File: src/rtl/regfile_arbiter_2x.sv
// regfile_arbiter_2x: round-robin sharing of one 1W/1R register file between two requesters
module regfile_arbiter_2x #(
    parameter int DATA_W = 8,
    parameter int ADDR_W = 2
) (
    input  logic              clk,
    input  logic              rst,
    input  logic              req0,
    input  logic              we0,
    input  logic [ADDR_W-1:0] addr0,
    input  logic [DATA_W-1:0] wdata0,
    output logic              ack0,
    output logic [DATA_W-1:0] rdata0,
    input  logic              req1,
    input  logic              we1,
    input  logic [ADDR_W-1:0] addr1,
    input  logic [DATA_W-1:0] wdata1,
    output logic              ack1,
    output logic [DATA_W-1:0] rdata1,
    output logic              rf_wr_e,
    output logic [ADDR_W-1:0] rf_wr_addr,
    output logic [DATA_W-1:0] rf_wr_data,
    output logic [ADDR_W-1:0] rf_rd_addr,
    input  logic [DATA_W-1:0] rf_rd_data,
    output logic              busy
);
    typedef enum logic [1:0] {IDLE, ACCESS, DONE} state_t;
    state_t state_q, state_d;
    logic prio_q, prio_d, own_q, own_d, we_q, we_d;
    logic ack0_q, ack0_d, ack1_q, ack1_d, wr_e_q, wr_e_d, busy_q, busy_d;
    logic [DATA_W-1:0] rdata0_q, rdata0_d, rdata1_q, rdata1_d, wr_data_q, wr_data_d;
    logic [ADDR_W-1:0] wr_addr_q, wr_addr_d, rd_addr_q, rd_addr_d;
    always_ff @(posedge clk or posedge rst) begin
        if (rst) begin
            state_q   <= IDLE;
            prio_q    <= 1'b0;
            own_q     <= 1'b0;
            we_q      <= 1'b0;
            ack0_q    <= 1'b0;
            ack1_q    <= 1'b0;
            rdata0_q  <= '0;
            rdata1_q  <= '0;
            wr_e_q    <= 1'b0;
            wr_addr_q <= '0;
            wr_data_q <= '0;
            rd_addr_q <= '0;
            busy_q    <= 1'b0;
        end else begin
            state_q   <= state_d;
            prio_q    <= prio_d;
            own_q     <= own_d;
            we_q      <= we_d;
            ack0_q    <= ack0_d;
            ack1_q    <= ack1_d;
            rdata0_q  <= rdata0_d;
            rdata1_q  <= rdata1_d;
            wr_e_q    <= wr_e_d;
            wr_addr_q <= wr_addr_d;
            wr_data_q <= wr_data_d;
            rd_addr_q <= rd_addr_d;
            busy_q    <= busy_d;
        end
    end
    // Port outputs for ACCESS are loaded at the grant edge so they are registered during ACCESS.
    always_comb begin
        state_d   = state_q;
        prio_d    = prio_q;
        own_d     = own_q;
        we_d      = we_q;
        ack0_d    = 1'b0;
        ack1_d    = 1'b0;
        rdata0_d  = rdata0_q;
        rdata1_d  = rdata1_q;
        wr_e_d    = 1'b0;
        wr_addr_d = wr_addr_q;
        wr_data_d = wr_data_q;
        rd_addr_d = rd_addr_q;
        case (state_q)
            IDLE: if (req0 || req1) begin
                own_d     = req1 && (!req0 || prio_q);
                we_d      = own_d ? we1 : we0;
                wr_e_d    = we_d;
                wr_addr_d = we_d ? (own_d ? addr1 : addr0) : wr_addr_q;
                wr_data_d = we_d ? (own_d ? wdata1 : wdata0) : wr_data_q;
                rd_addr_d = we_d ? rd_addr_q : (own_d ? addr1 : addr0);
                state_d   = ACCESS;
            end
            ACCESS: begin
                ack0_d   = !own_q;
                ack1_d   = own_q;
                rdata0_d = (!own_q && !we_q) ? rf_rd_data : rdata0_q;
                rdata1_d = (own_q && !we_q) ? rf_rd_data : rdata1_q;
                state_d  = DONE;
            end
            DONE: begin
                prio_d  = !own_q;
                state_d = IDLE;
            end
            default: state_d = IDLE;
        endcase
        busy_d = state_d != IDLE;
    end
    assign ack0       = ack0_q;
    assign ack1       = ack1_q;
    assign rdata0     = rdata0_q;
    assign rdata1     = rdata1_q;
    assign rf_wr_e    = wr_e_q;
    assign rf_wr_addr = wr_addr_q;
    assign rf_wr_data = wr_data_q;
    assign rf_rd_addr = rd_addr_q;
    assign busy       = busy_q;
endmodule

File: config.mk
export PLATFORM = sky130hd
export DESIGN_NAME = regfile_arbiter_2x
export DESIGN_NICKNAME = d
export VERILOG_FILES = /design/src/rtl/regfile_arbiter_2x.sv
export SDC_FILE = /design/constraint.sdc
export NUM_CORES = 1
export LEC_CHECK = 0
export ABC_AREA = 0
export CORE_MARGIN = 4
export CORE_UTILIZATION = 35
export CTS_BUF_LIST = sky130_fd_sc_hd__clkbuf_16
export DETAILED_ROUTE_END_ITERATION = 10
export DONT_BUFFER_PORTS = 1
export MAX_ROUTING_LAYER = met4
export SYNTH_ARGS = -nofsm -noshare
export SYNTH_HDL_FRONTEND = slang
export SYNTH_SLANG_ARGS = --single-unit
File: constraint.sdc
create_clock -name clk -period 1.46 [get_ports clk]
set_input_delay 0.146 -clock clk [delete_from_list [all_inputs] [get_ports clk]]
set_output_delay 0.146 -clock clk [all_outputs]
set_load 0.02 [all_outputs]
== Word-level counts from Yosys, hierarchy flattened ==
Index checks and enable logic that the tools add are counted.

* Flip-flop bits (word level): 37
* Bits of input ports: 34
* Output and inout bits: 32
* Word-level logic and storage cells: 40

* Equality and inequality tests: 2
* Mux-type cells: 9
* Bitwise logic cells: 1
* Reductions and logical operators: 15

{| class="wikitable"
|+ Operator list
! kind !! count
|-
| $mux W8 || 1
|-
| $reduce_and A2 Y1 || 3
|-
| $reduce_and A3 Y1 || 2
|-
| $mux W1 || 5
|-
| $mux W2 || 2
|-
| $pmux W2 S2 || 1
|-
| $logic_and A1 B1 Y1 || 3
|-
| $logic_not A1 Y1 || 3
|-
| $eq A2 B1 Y1 const B || 1
|-
| $eq A2 B2 Y1 const B || 1
|-
| $logic_not A2 Y1 || 1
|-
| $logic_or A1 B1 Y1 || 2
|-
| $reduce_bool A2 Y1 || 1
|-
| $not A1 Y1 || 1
|}

== Depth between registers and ports, before layout ==
* Word-level depth: 6
* Gate-level depth with buffers: 7

== Worst setup path before layout ==
No wires, ideal clock.

* Path type: reg2reg
* From: register state_q[0]
* To: register rd_addr_q[0], in the netlist rf_rd_addr[0]
* Library setup time: 0.125 ns
* Arrival: 1.276 ns
* Required time: 1.335 ns
* Path slack: 0.060 ns
* Stages on the path, launching flop included: 5
* Path buffers: 0
* Cell sequence: dfrtp_1 nor2_2 o21ai_2 a221oi_2 mux2_2

* Cells in the longest elaborated chain, start to end: 2

{| class="wikitable"
|+ Ends and longest elaborated chain
! what !! RTL line !! source
|-
| start: declaration || 28 || <nowiki>state_t state_q, state_d;</nowiki>
|-
| start signal: assignment || 49 || <nowiki>state_q <= state_d;</nowiki>
|-
| $logic_not A2 Y1 || 78 || <nowiki>case (state_q)</nowiki>
|-
| $reduce_and A3 Y1 (no line) || -- ||
|-
| end signal: assignment || 60 || <nowiki>rd_addr_q <= rd_addr_d;</nowiki>
|-
| end: declaration || 32 || <nowiki>logic [ADDR_W-1:0] wr_addr_q, wr_addr_d, rd_addr_q, rd_addr_d;</nowiki>
|}

No other way between the ends.
A chain may end at the register's enable or synchronous reset.

== Final worst setup path ==
* From: register state_q[1]
* To: register rdata1_q[7], in the netlist rdata1[7]

* Cells in the longest elaborated chain, start to end: 2

{| class="wikitable"
|+ Ends and longest elaborated chain
! what !! RTL line !! source
|-
| $eq A2 B1 Y1 || 78 ||
|-
| $reduce_and A2 Y1 (no line) || -- ||
|-
| end signal: assignment || 56 || <nowiki>rdata1_q <= rdata1_d;</nowiki>
|-
| end: declaration || 31 || <nowiki>logic [DATA_W-1:0] rdata0_q, rdata0_d, rdata1_q, rdata1_d, wr_data_q, wr_data_d;</nowiki>
|}

No other way between the ends.

==> qor.yml <==
cts_root_buffer: "sky130_fd_sc_hd__clkbuf_16"
slew_viol_final: 0
setup.worst_path.start_class: "flip-flop"
antenna_violations_before_repair: 0
fillers: 413
power.switching_fraction_pct: 37.5
seq_power_share_pct: 49.7
run_status: "completed"
global_route_wire_length_before_repair_um: 5400
worstReg2RegStart: "state_q[1]"
cts_max_level: 2
holdWs_ps: 18.5
first_global_vias: 1086
endpoint_of_the_worst_register_to_register_path: "rdata1[7]"
start_util_pct: 36.2
layout-area-overhead-vs-synth_pct: 22.2
cts_max_path_buffers: 2
power_spent_charging_and_discharging_nets_mw: 1.86
die_width_um: 75.3
detail_route.iter0.violations: 45
gate_count_of_the_mapped_netlist: 107
worst-path-buf-inv: 3
holdCritStartpoint: "rf_rd_data[0]"
most_instantiated_flip_flop_cell_in_the_synthesis_netlist: "sky130_fd_sc_hd__dfrtp_1"
globalRouteTotalUtil_pct: 13.4
core_region_area_mm2: 0.00438
crit_path_max_delay_cell_type: "sky130_fd_sc_hd__dfrtp_1"
rows: 24
grt_start_max_net_pins: 26
unrepaired_setup_endpoints_after_global_routing: "yes"
synth_area_per_cell_um2: 14.8
route.antenna.remaining_nets: 0
routed_via_density: 5.69
yosysSeqAreaShare_pct: 58.4
final_period_minus_worst_setup_slack_ps: 1450
clock.fmax_mhz: 691
setup.reg_to_reg.worst_slack_ps: 10
timing.critical_path.fanout_max: 8
die_area_mm2: 0.00567
critical_path_type: "reg2reg"
route.detailed.drc: 0
num_vias: 990
buffer_ports.inserted: 0
grt_remaining_overflow: 0
dr.pass1.iters: 3
share_comb_of_total_power_pct: 30.8
syn_nets: 141
final_net_count: 156
worst_clk_skew_ps: 4.65
hpwlAfterDp_um: 2490
routed_wl_um: 3510
endpoint_kind: "flip-flop"
insertedDiodeCount: 0
maxCapViolations: 0
rr_worst_depth: 7
yosys_warnings: 0
holdPathStages: 1
path_clk_slew_ps: 50
internal_power_mw: 3.10
yosys_cell_types: 25
fp.dieH_um: 75.3
final_core_util_pct: 44.2
p_clk_share_pct: 19.5
timing.hold.worst_endpoint: "rdata1[0]"
crit_path_start: "state_q[1]"
cts_tree: "built"
total_power_consumption_mw: 4.95
power-per-cell-area_mw_per_mm2: 2550
ioPinCount: 66
synth-edff-count: 0
vdd_ir_drop_max_uv: 977
cts_buffers: 5
path_delay_family: "flip-flops"
timing.setup.tns_ps: 0
tritoncts_num_sinks: 37
yosys_register_bits: 37
gp_congestion: 0.769
worst_ep_arrival_time_ps: 1600
setup-violations-final: 0
worstHoldPathType: "in2reg"
route.detailed.wl_per_inst_um: 20.2
timing_hold_violations_final: 0
final_layout_size_suffix_gt1_share_pct: 48.4
share_of_flip_flops_with_an_asynchronous_set_or_reset_pct: 100
slew_headroom_pct: 63.9
path_cells: "inv_2, nand2_4, inv_2, and2_4, nor2b_4, buf_12, mux2_4"
post-route-period-util_pct: 99.1
cpMostUsedCell: "sky130_fd_sc_hd__inv_2"
synthesis.area_mm2: 0.00159
clock_latency_ps: 270
critical_path_required_ps: 1610
cellLeakagePower_nw: 0.850
tightestPinTransition_ps: 542
crit_path_max_incr_delay_ps: 410
worst max-delay path by stage:
stage / endpoint / slack [ps] / depth (start not counted)
2_1_floorplan: rf_rd_addr[0] / 60 / 4
3_3_place_gp: rf_rd_addr[0] / -6 / 4
3_5_place_dp: rf_rd_addr[0] / -50 / 4
4_1_cts: rdata0[6] / 3 / 6
5_1_grt: rdata1[7] / -70 / 7
6_report: rdata1[7] / 10 / 7
routing by layer:
layer	routed length, um	GRT usage [%]	vias up
li1	-	-	434
met1	1330	14.3	492
met2	1670	21.7	57
met3	467	7.12	7
met4	46	4.08	0
met5	0	-	-
synthesized netlist by cell type, types with 2 or more instances:
library cell,number,area [um^2]
sky130_fd_sc_hd__o22a_1,10,87.6
sky130_fd_sc_hd__and2_1,2,12.5
sky130_fd_sc_hd__nand2_1,3,11.3
sky130_fd_sc_hd__inv_2,3,11.3
sky130_fd_sc_hd__o221a_2,10,113
sky130_fd_sc_hd__dfrtp_1,37,926
sky130_fd_sc_hd__nor2_1,3,11.3
sky130_fd_sc_hd__o21ai_0,2,10.0
sky130_fd_sc_hd__mux2_2,12,135
sky130_fd_sc_hd__mux2_4,8,120
sky130_fd_sc_hd__buf_2,2,10.0
sky130_fd_sc_hd__nand4_1,2,12.5
sequential cells by signal, indices dropped and copies added (netlist names), 2 cells and up:
signal      count
rdata0          8
state_q         2
rf_rd_addr      2
rdata1          8
rf_wr_addr      2
rf_wr_data      8
worst reg2reg max path: stages, from the launching register on:
cell	delay, ps
sky130_fd_sc_hd__dfrtp_1	410
sky130_fd_sc_hd__inv_2	90
sky130_fd_sc_hd__nand2_4	50
sky130_fd_sc_hd__inv_2	50
sky130_fd_sc_hd__and2_4	130
sky130_fd_sc_hd__nor2b_4	150
sky130_fd_sc_hd__buf_12	140
sky130_fd_sc_hd__mux2_4	300
final cells by class:
class	instances	area [um^2]	share of cell area, %
well taps	52	65.1	3.35
clock inverters	2	7.51	0.387
flip-flops and latches	37	927	47.8
clock buffers	5	125	6.45
inverters	4	17.5	0.903
multi-input cells	63	674	34.8
repair buffers	11	123	6.32
timing repair:
item	4_1_cts	5_1_grt
endpoints found under the setup margin	13	28
hold buffers	1	0
resized for setup	4	10
setup buffers	2	1
endpoints found under the hold margin	12	0
pin swaps	1	1
kinds of logic (layout without fill, tap and decap cells):
kind of cell	after synthesis	count (layout)	synth area share, %
and+or+nand+nor	17	17	7.49
DFF	37	37	58.4
muxes	20	20	16.1
buffers and inverters	7	22	2.29
AOI/OAI and AO/OA	26	26	15.8
placed cells by master, fill, tap and decap left out, types with 3 or more instances in the layout:
cell,n
sky130_fd_sc_hd__buf_12,3
sky130_fd_sc_hd__buf_4,7
sky130_fd_sc_hd__clkbuf_16,5
sky130_fd_sc_hd__dfrtp_1,36
sky130_fd_sc_hd__mux2_2,6
sky130_fd_sc_hd__mux2_4,14
sky130_fd_sc_hd__nand2_1,3
sky130_fd_sc_hd__nor2_1,3
sky130_fd_sc_hd__o221a_2,10
sky130_fd_sc_hd__o22a_1,10
power by group through the flow:
stage,sequential [mW],combinational (mW),clock (mW)
2_1_floorplan,2.34,1.09,0
3_3_place_gp,2.45,1.29,0
3_5_place_dp,2.46,1.36,0
4_1_cts,2.47,1.42,1.00
5_1_grt,2.53,1.66,1.05
6_report,2.46,1.53,0.965
stage by stage:
stage	worst slack, ps	cell area [um^2]	std cells
after floorplan	59.7	1590	107
after global placement	-6.40	1720	163
after detailed placement	-50.3	1720	163
after CTS	2.57	1890	173
after global routing	-65.5	1940	174
final	13.5	1940	174
(Power assumes the default switching activity.)
